### config.mk
export PLATFORM = sky130hd
export DESIGN_NAME = intr_scheduler
export DESIGN_NICKNAME = d
export VERILOG_FILES = /design/src/rtl/intr_pkg.sv /design/src/rtl/intr_prio_enc.sv /design/src/rtl/intr_scheduler.sv
export SDC_FILE = /design/constraint.sdc
export NUM_CORES = 1
export LEC_CHECK = 0
export BUFFER_PORTS_ARGS = -buffer_cell sky130_fd_sc_hd__buf_2
export CAP_MARGIN = 20
export CORE_MARGIN = 1
export CORE_UTILIZATION = 49
export DETAILED_ROUTE_END_ITERATION = 10
export GPL_TIMING_DRIVEN = 0
export PLACE_DENSITY = 0.8
export REMOVE_ABC_BUFFERS = 1
export SLEW_MARGIN = 20
export SYNTH_ARGS = -nofsm -noshare
export SYNTH_HDL_FRONTEND = slang
export SYNTH_SLANG_ARGS = --single-unit
export TNS_END_PERCENT = 30
### constraint.sdc
create_clock -name Clock -period 1.8 [get_ports Clock]
set_clock_uncertainty 0.15 [all_clocks]
set_input_delay 0.36 -clock Clock [delete_from_list [all_inputs] [get_ports Clock]]
set_output_delay 0.36 -clock Clock [all_outputs]
set_load 0.005 [all_outputs]
### src/rtl/intr_pkg.sv
// Shared types and constants for the interrupt scheduler.
// FSM state encoding, source count, index width, vector layout.
package intr_pkg;

   localparam int NUM_IRQ = 8;
   localparam int IDX_W   = 3;
   localparam int VEC_N   = 16;

   localparam logic [VEC_N-1:0] VEC_BASE_D   = 16'h00F0;
   localparam logic [VEC_N-1:0] VEC_STRIDE_D = 16'h0002;

   typedef enum logic [1:0] {
      IDLE    = 2'd0,
      REQ     = 2'd1,
      SERVICE = 2'd2
   } state_t;

endpackage

### src/rtl/intr_prio_enc.sv
// Fixed-priority encoder, lowest set index wins.
// Ports: req (NUM_IRQ) in; idx (IDX_W), valid out.
module intr_prio_enc
   import intr_pkg::*;
(
   input  logic [NUM_IRQ-1:0] req,
   output logic [IDX_W-1:0]   idx,
   output logic               valid
);

   // Scan high to low so the last hit is the lowest index.
   always_comb begin
      idx = '0;
      for (int i = NUM_IRQ - 1; i >= 0; i--) begin
         if (req[i]) idx = IDX_W'(i);
      end
   end

   assign valid = |req;

endmodule

### src/rtl/intr_scheduler.sv
// Interrupt scheduler: latch, mask, prioritise, offer to datapath.
// Clock/Reset(async low); Irq_req, Int_En, Mask_we/Mask_wdata,
// Inr_Ack, Inr_Done in; Inr_Check, Inr, Inr_Vector, Pending, Busy out.
// INTR_EDGE_EN: edge-detected pending (default build: level mode).
module intr_scheduler
   import intr_pkg::*;
#(
   parameter int               N          = VEC_N,
   parameter logic [N-1:0]     VEC_BASE   = N'(VEC_BASE_D),
   parameter logic [N-1:0]     VEC_STRIDE = N'(VEC_STRIDE_D)
) (
   input  logic               Clock,
   input  logic               Reset,
   input  logic [NUM_IRQ-1:0] Irq_req,
   input  logic               Int_En,
   input  logic               Mask_we,
   input  logic [NUM_IRQ-1:0] Mask_wdata,
   input  logic               Inr_Ack,
   input  logic               Inr_Done,
   output logic               Inr_Check,
   output logic [IDX_W-1:0]   Inr,
   output logic [N-1:0]       Inr_Vector,
   output logic [NUM_IRQ-1:0] Pending,
   output logic               Busy
);

   state_t state_q, state_d;

   logic [NUM_IRQ-1:0] irq_q;
   logic [NUM_IRQ-1:0] mask_q;
   logic [NUM_IRQ-1:0] pending_d;
   logic               en_q;
   logic               load_inr;
   logic               ack_take;
   logic [IDX_W-1:0]   enc_idx;
   logic               enc_valid;

   intr_prio_enc u_enc (
      .req   (Pending & mask_q),
      .idx   (enc_idx),
      .valid (enc_valid)
   );

   always_comb begin
      state_d  = state_q;
      load_inr = 1'b0;
      ack_take = 1'b0;
      unique case (state_q)
         IDLE: begin
            if (en_q && enc_valid) begin
               state_d  = REQ;
               load_inr = 1'b1;
            end
         end
         REQ: begin
            // Ack wins over a same-cycle Done.
            if (Inr_Ack) begin
               state_d  = SERVICE;
               ack_take = 1'b1;
            end
         end
         SERVICE: begin
            if (Inr_Done) state_d = IDLE;
         end
         default: state_d = IDLE;
      endcase
   end

`ifdef INTR_EDGE_EN
   logic [NUM_IRQ-1:0] irq_prev;
   logic [NUM_IRQ-1:0] rise;
   logic [NUM_IRQ-1:0] clr;

   assign rise = irq_q & ~irq_prev;
   assign clr  = ack_take ? (NUM_IRQ'(1) << Inr) : '0;

   // Rise is OR'd after the clear so a same-cycle set survives.
   assign pending_d = (Pending & ~clr) | rise;

   always_ff @(posedge Clock or negedge Reset) begin
      if (!Reset) irq_prev <= '0;
      else        irq_prev <= irq_q;
   end
`else
   assign pending_d = irq_q;
`endif

   always_ff @(posedge Clock or negedge Reset) begin
      if (!Reset) begin
         state_q <= IDLE;
         irq_q   <= '0;
         Pending <= '0;
         mask_q  <= '0;
         en_q    <= 1'b0;
         Inr     <= '0;
      end else begin
         state_q <= state_d;
         irq_q   <= Irq_req;
         Pending <= pending_d;
         en_q    <= Int_En;
         if (Mask_we)  mask_q <= Mask_wdata;
         if (load_inr) Inr    <= enc_idx;
      end
   end

   assign Inr_Check  = (state_q == REQ);
   assign Busy       = (state_q != IDLE);
   assign Inr_Vector = VEC_BASE + N'(Inr) * VEC_STRIDE;

endmodule
==> results summary, run 1 <==
In this run the critical register-to-register path is launched from Pending[2]. The row count is 17. The number of pins with negative max-slew slack in the final report came out at 0. The final setup violation count came out at 0. After clock tree synthesis, the setup repair step added 0 buffers.

The number of placed instances, taps included, is between 100 and 150. The number of cells produced by synthesis came out at between 80 and 90. The number of synthesized register bits came out at 30. The number of antenna violations at the first check in global routing came to 0.

The count of H-tree levels built during CTS is 2. In this run the clock root is driven by a sky130_fd_sc_hd__clkbuf_4. The register clock-pin slew on the reported worst setup and hold paths is roughly 0.08 ns. The minimum setup slack among reg-to-reg paths came out at between 0.4 and 0.5 ns. The total power divided by cell area came out at between 1000 and 1500 nW/um^2. The critical path ends at Busy. The run finished with clean final reports.

The share of cell area taken by muxes after synthesis came out at 7.619%. Yosys printed 0 warnings. The count of antenna-violating nets left after detailed routing came out at 0. The number of global-route vias before repair is between 800 and 900. TritonCTS built the clock tree. The detailed-route DRC error count came out at 0. The wire length of the first global-routing pass is 3305 um. The routability congestion estimate is 0.7838. Signal routing reaches up to met4. The post-synthesis sequential area ratio came out at a little under two thirds. The number of failing hold endpoints at the final stage is 0.

The post-synthesis share of cell area spent on full adders, half adders and majority gates came out at 0%. The total routing usage reported by global routing is between 10% and 20%. Static timing analysis puts the maximum clock frequency at roughly 610 MHz. The synthesized netlist devotes 9.735% of its cell area to compound gates.

The first-pass iteration count of the detailed router came out at 4. The worst endpoint required time is 1.29 ns. The parity-gate share of the synthesized area counting xor and xnor cells is 0%. The highest net fanout along the worst path came out at 3. The wire length reported by the detailed router came out at ~1900 um. The worst setup path is of the flip-flop to output port kind. Detailed routing inserted a total of around 790 vias. The post-route netlist has 42.34% of its cells at a drive strength greater than 1. The worst slew margin relative to its limit is between 50% and 60%. The length of routed met2 wiring is around 1000 um. The accumulated negative setup slack came out at 0 ns. The repair_antennas step left the layout with diodes totalling 0. The detailed-route vias per instance came out at about 4.8.

The count of nets after finishing came out at between 150 and 200. The final worst hold slack is approximately 0.086 ns. The endpoint identified for the worst register-to-register timing path is Inr[2]. The clock passes through at most 2 buffers.

The critical path starts at state_q[1]. The depth of the worst register-to-register path is 4. The total clock sinks is 30. The average cell area after synthesis came out at 13.44 sq um. The most common library cell in the layout ignoring fill and taps is sky130_fd_sc_hd__buf_2.

STA classifies the critical path endpoint as an output port. The met1 routed wirelength after detailed routing came out at between 700 and 800 um. The area growth from synthesis to final layout is 25.08%.

STA puts the critical path data arrival time at roughly 1.1 ns. The number of port buffers is 37. In the final routed layout, each cell accounts on average for 11.53 um.

The worst setup path is launched from a flip-flop. The number of different library cells in the post-synthesis netlist came out at 22. The worst hold path belongs to the class input port to flip-flop. The post-synthesis instance area is between 1000 and 1500 sq um. The y dimension of the die came out at about 51 um. The wire length on met3 is about 150 um. The worst path needs ~1.6 ns of the cycle, external delays included.

The total overflow left after global routing is 0. Setup repair after global routing left no endpoint under its margin. The number of buffers created by CTS came out at 5. The core outline area came out at 2233 sq um. The insertion delay of the later-clocked pin in the worst-skew pair came out at 0.31 ns. The pin count of the biggest net entering global routing came out at 31. For this configuration, the core starts out at a cell density of 52.94%. The number of top-level pins is ~50. The final period utilization came out at approximately nine tenths. In the layout the commonest cells are sky130_fd_sc_hd__buf_2, sky130_fd_sc_hd__dfrtp_1, sky130_fd_sc_hd__conb_1. IR analysis of the VDD net gives a maximum drop of approximately 0.00072 V. After the first detailed-routing iteration, the DRC count stood at 9.

For the pin with the worst max-slew slack, the measured transition is just over 0.6 ns. The standby leakage power is ~0.74 nW. The width of the chip is just over 50 um. The detailed placement HPWL came out at between 1000 and 1500 um. The number of cells on the worst hold path is 2.

The final standard cell count with taps included and fillers excluded came out at approximately 170. The simple-gate area share of the yosys netlist is under 10%. The area of the die is between 2000 and 3000 sq um. The largest family of logic cells by synthesized area is buffers and inverters. The max-capacitance violation count is 0.
==> synthesized netlist by cell type <==
cell | n | share of area, %
sky130_fd_sc_hd__dfrtp_1 | 30 | 63
sky130_fd_sc_hd__buf_4 | 16 | 10
sky130_fd_sc_hd__mux2_2 | 8 | 7.6
sky130_fd_sc_hd__nand2_1 | 7 | 2.2
sky130_fd_sc_hd__a21oi_1 | 4 | 1.7
sky130_fd_sc_hd__inv_1 | 3 | 0.95
sky130_fd_sc_hd__a22oi_1 | 2 | 1.3
sky130_fd_sc_hd__a22oi_2 | 2 | 2.1
sky130_fd_sc_hd__a32o_1 | 2 | 1.7
sky130_fd_sc_hd__conb_1 | 2 | 0.64
sky130_fd_sc_hd__a22o_2 | 1 | 0.85
sky130_fd_sc_hd__a31oi_1 | 1 | 0.53
sky130_fd_sc_hd__buf_2 | 1 | 0.42
sky130_fd_sc_hd__nand2b_1 | 1 | 0.53
sky130_fd_sc_hd__nand3_1 | 1 | 0.42
sky130_fd_sc_hd__nand4_2 | 1 | 1.1
sky130_fd_sc_hd__nor2_1 | 1 | 0.32
sky130_fd_sc_hd__nor2_8 | 1 | 1.7
sky130_fd_sc_hd__o21ai_0 | 1 | 0.42
sky130_fd_sc_hd__o21ai_1 | 1 | 0.42
sky130_fd_sc_hd__o2bb2ai_1 | 1 | 0.74
sky130_fd_sc_hd__or2_4 | 1 | 0.74
==> worst max-delay path, stage by stage (launching register included) <==
cell and delay (ns):
sky130_fd_sc_hd__dfrtp_1 0.40, sky130_fd_sc_hd__or2_4 0.28, sky130_fd_sc_hd__buf_2 0.13
==> worst min path at each step <==
| stage | from | end | slack [ns] |
|---|---|---|---|
| final | Inr_Ack | state_q[0] | 0.09 |
| after global routing | Inr_Ack | state_q[0] | 0.08 |
| after CTS | Inr_Ack | state_q[0] | 0.07 |
| after detailed placement | irq_q[0] | Pending[0] | 0.19 |
| after global placement | irq_q[4] | Pending[4] | 0.18 |
| after floorplan | Reset | Inr[0] | -0.09 |
==> repair_timing <==
action | in CTS | in global routing
gates resized for setup | 0 | 0
endpoints found under the hold margin | 39 | 0
hold buffers | 10 | 0
==> sequential cells by signal, indices dropped and copies added, names as in the netlist <==
name and count:
mask_q 8, irq_q 8, Pending 8, en_q 1
Inr 3, state_q 2
==> final cells by class <==
class / instances / area, sq um
Clock buffer: 7 / 55.05
Clock inverter: 1 / 5.005
Fill cell: 187 / 754.5
Inverter: 3 / 11.26
Multi-Input combinational cell: 49 / 336.6
Sequential cell: 30 / 750.7
Tap cell: 28 / 35.03
Timing Repair Buffer: 47 / 285.3
==> routing by layer <==
metal,vias to the layer above,global-route usage (%)
li1,365,-
met1,376,17.27
met2,47,33.33
met3,4,8.036
met4,0,8.333
met5,-,0
==> power breakdown <==
group          internal, W  leakage (nW)  switching, W
registers         0.000766         0.353     0.0000671
clock network     0.000189        0.0353      0.000204
logic             0.000203         0.356      0.000176
total              0.00116         0.744      0.000447
==> logic make-up (layout without fill, tap and decap cells) <==
group | after synthesis | in the layout
flip-flops | 30 | 30
buffers and inverters | 20 | 58
AO/OA/AOI/OAI | 15 | 15
AND/OR/NAND/NOR | 13 | 13
multiplexers | 8 | 8
other | 2 | 13
==> metrics by stage <==
step	instance area, sq um	power (W)	setup WS [ns]	utilization [%]
finish	1479	0.001605	0.1692	66.22
global route	1479	0.001723	0.1069	66.22
CTS	1479	0.001632	0.1473	66.22
detailed placement	1319	0.001216	0.4858	59.05
global placement	1319	0.001196	0.4975	59.05
floorplan	1099	0.001045	0.5562	-
Note: power is estimated with default switching activity, not from simulation.
==> run 2: changes to the inputs <==
- REMOVE_ABC_BUFFERS: 1 -> default
==> run 2 against run 1 <==
Against the previous run: via count up 4.2%; non-clock buffer count is 16 higher; sequential power barely moved; critical path type unchanged; cell count grew 9.7%; core utilization rose by 5.4 points; cell area rose by 8.1%; global-route usage down 0.84 points; wire length shrank 0.47%; worst hold slack better by 0.021 ns; register-to-register slack better by 0.02 ns.
==> results summary, run 2 (synthesized netlist as in run 1, its figures left out) <==
Outcome: finished, final reports clean (unchanged). The type of element launching the critical path is a flip-flop (unchanged). The width of the chip is 51.12 um (unchanged). The final design utilization was 71.60% (was 66.22%). The transition time at the pin with the least slew margin came to 0.6182 ns (was 0.6240 ns). The standby leakage power is 0.8247 nW (was 0.7443 nW). The pin count of the biggest net entering global routing came out at 31 (unchanged).

The detailed-route DRC error count is 0 (unchanged). The first-iteration detailed-routing DRC count is 2 (was 9). Most frequent cells in the layout: sky130_fd_sc_hd__buf_2, sky130_fd_sc_hd__dfrtp_1, sky130_fd_sc_hd__buf_4 (was sky130_fd_sc_hd__buf_2, sky130_fd_sc_hd__dfrtp_1, sky130_fd_sc_hd__conb_1). The number of failing hold endpoints at the final stage came out at 0 (unchanged). The number of port buffers was 36 (was 37). Leading registers by flop count: Pending x8, irq_q x8, mask_q x8 (unchanged). The most common library cell in the layout ignoring fill and taps is sky130_fd_sc_hd__buf_2 (unchanged). The count of nets after finishing came out at 174 (was 158). The total routing usage reported by global routing came out at 17.44% (was 18.28%). The clock root buffer master is sky130_fd_sc_hd__clkbuf_4 (unchanged).

The number of buffers on the longest clock path came out at 2 (unchanged). The routability congestion estimate is 0.6938 (was 0.7838). The worst endpoint required time is 1.29 ns (about the same). The register clock-pin slew on the reported worst setup and hold paths came to 0.08 ns (about the same). The worst IR drop on VDD was 0.0007969 V (was 0.0007241 V). The row count came to 17 (unchanged). The area growth from synthesis to final layout came out at 35.24% (was 25.08%). The number of top-level pins came to 51 (unchanged). The final critical path time including I/O delays and setup was 1.628 ns (was 1.631 ns).

The type of the most critical hold path is input port to flip-flop (unchanged). The final worst hold slack came out at 0.1073 ns (was 0.08594 ns). The y dimension of the die came out at 51.12 um (unchanged). The highest net fanout along the worst path is 3 (unchanged). The final standard cell count with taps included and fillers excluded is 181 (was 165). The count of H-tree levels built during CTS came to 2 (unchanged). The start-to-end type of the worst setup path is flip-flop to output port (unchanged).

The maximum operating frequency was 614.4 MHz (was 613.2 MHz). The TritonCTS clock tree was yes (unchanged). The accumulated negative setup slack is 0 ns (unchanged).

The number of global-route vias before repair came to 771 (was 815). The capturing element type of the critical path is an output port (unchanged). The total power divided by cell area came to 1045 nW/um^2 (was 1085 nW/um^2). The starting density of the core is 52.94% (unchanged).

The detailed-route vias per instance is 4.558 (was 4.800). The fraction of layout instances using a drive strength above 1 came out at 48.37% (was 42.34%). The count of antenna diodes in the layout came out at 0 (unchanged). The number of antenna violations at the first check in global routing came out at 0 (unchanged). The total clock sinks came out at 30 (unchanged). The total number of vias is 825 (was 792). The arrival time at the worst endpoint came out at 1.12 ns (about the same). The max-capacitance violation count came out at 0 (unchanged).

The area of the die is 2613 sq um (unchanged). The detailed placement HPWL is 1383 um (was 1433 um). The post-placement cell count came out at 163 (was 147). The wire length of the first global-routing pass is 3160 um (was 3305 um). The first-pass iteration count of the detailed router is 2 (was 4). Setup repair after global routing missed its margin: no (unchanged). The per-cell routed wire length was 10.46 um (was 11.53 um). The final period utilization is 90.43% (was 90.60%). The number of filler instances in the final layout came out at 160 (was 187). The wire length reported by the detailed router came out at 1893 um (was 1902 um). The number of buffers created by CTS came to 5 (unchanged). The count of antenna-violating nets left after detailed routing is 0 (unchanged). The number of gates resized after cts came out at 0 (unchanged).

The insertion delay of the later-clocked pin in the worst-skew pair came out at 0.31 ns (about the same). The number of pins with negative max-slew slack in the final report came out at 0 (unchanged). The worst slew margin relative to its limit came out at 58.79% (was 58.40%). The total congestion overflow after global routing came out at 0 (unchanged). The final setup violation count is 0 (unchanged). The core outline area came out at 2233 sq um (unchanged).
-- run 2: path summary, 6_finish.rpt --
| path | startpoint | endpoint | slack (ns) | cells past startpoint |
|---|---|---|---|---|
| setup / recovery | state_q[1] | Busy | 0.17 | 2 |
| hold / removal | Inr_Ack | state_q[0] | 0.11 | 2 |
| setup reg to reg | Pending[2] | Inr[2] | 0.49 | 4 |
| hold reg to reg | irq_q[0] | Pending[0] | 0.20 | 0 |
| max in group asynchronous | Reset | Pending[2] | 0.63 | 2 |
| min in group asynchronous | Reset | Inr[0] | 0.46 | 2 |
-- run 2: power breakdown --
group / internal (W) / switching, W / leakage, nW
logic: 0.000258 / 0.000188 / 0.436
clock network: 0.000189 / 0.000203 / 0.0353
registers: 0.000766 / 0.0000677 / 0.353
total: 0.00121 / 0.000459 / 0.825
-- run 2: worst max-delay path, cell delays in order, from the launching register on --
cell,delay (ns)
sky130_fd_sc_hd__dfrtp_1,0.40
sky130_fd_sc_hd__or2_4,0.28
sky130_fd_sc_hd__buf_2,0.13
-- run 2: through the flow --
| step | area [sq um] | total power [W] | worst slack (ns) |
|---|---|---|---|
| after floorplan | 1224 | 0.001112 | 0.5563 |
| after global placement | 1439 | 0.001261 | 0.4982 |
| after detailed placement | 1439 | 0.001281 | 0.4885 |
| after CTS | 1599 | 0.001700 | 0.1523 |
| after global routing | 1599 | 0.001796 | 0.1175 |
| final | 1599 | 0.001671 | 0.1723 |
-- run 2: area by class of cell --
class	instances	area [sq um]	share of cell area, %
buffer	17	125.1	7.825
sequential	30	750.7	46.95
timing repair buffer	46	280.3	17.53
tap	28	35.03	2.191
clock inverter	1	5.005	0.3130
inverter	3	11.26	0.7042
clock buffer	7	55.05	3.443
multi-input combinational	49	336.6	21.05
-- run 2: what timing repair did --
item,CTS,global route
hold buffers,10,0
buffers inserted,0,0
endpoints found under the hold margin,39,0
-- run 2: routing by layer --
| metal | vias up | track usage [%] | share of wire, % |
|---|---|---|---|
| li1 | 394 | - | - |
| met1 | 386 | 17.67 | 40 |
| met2 | 40 | 30.48 | 50 |
| met3 | 5 | 5.655 | 7.6 |
| met4 | 0 | 11.11 | 2.8 |
| met5 | - | 0 | 0 |
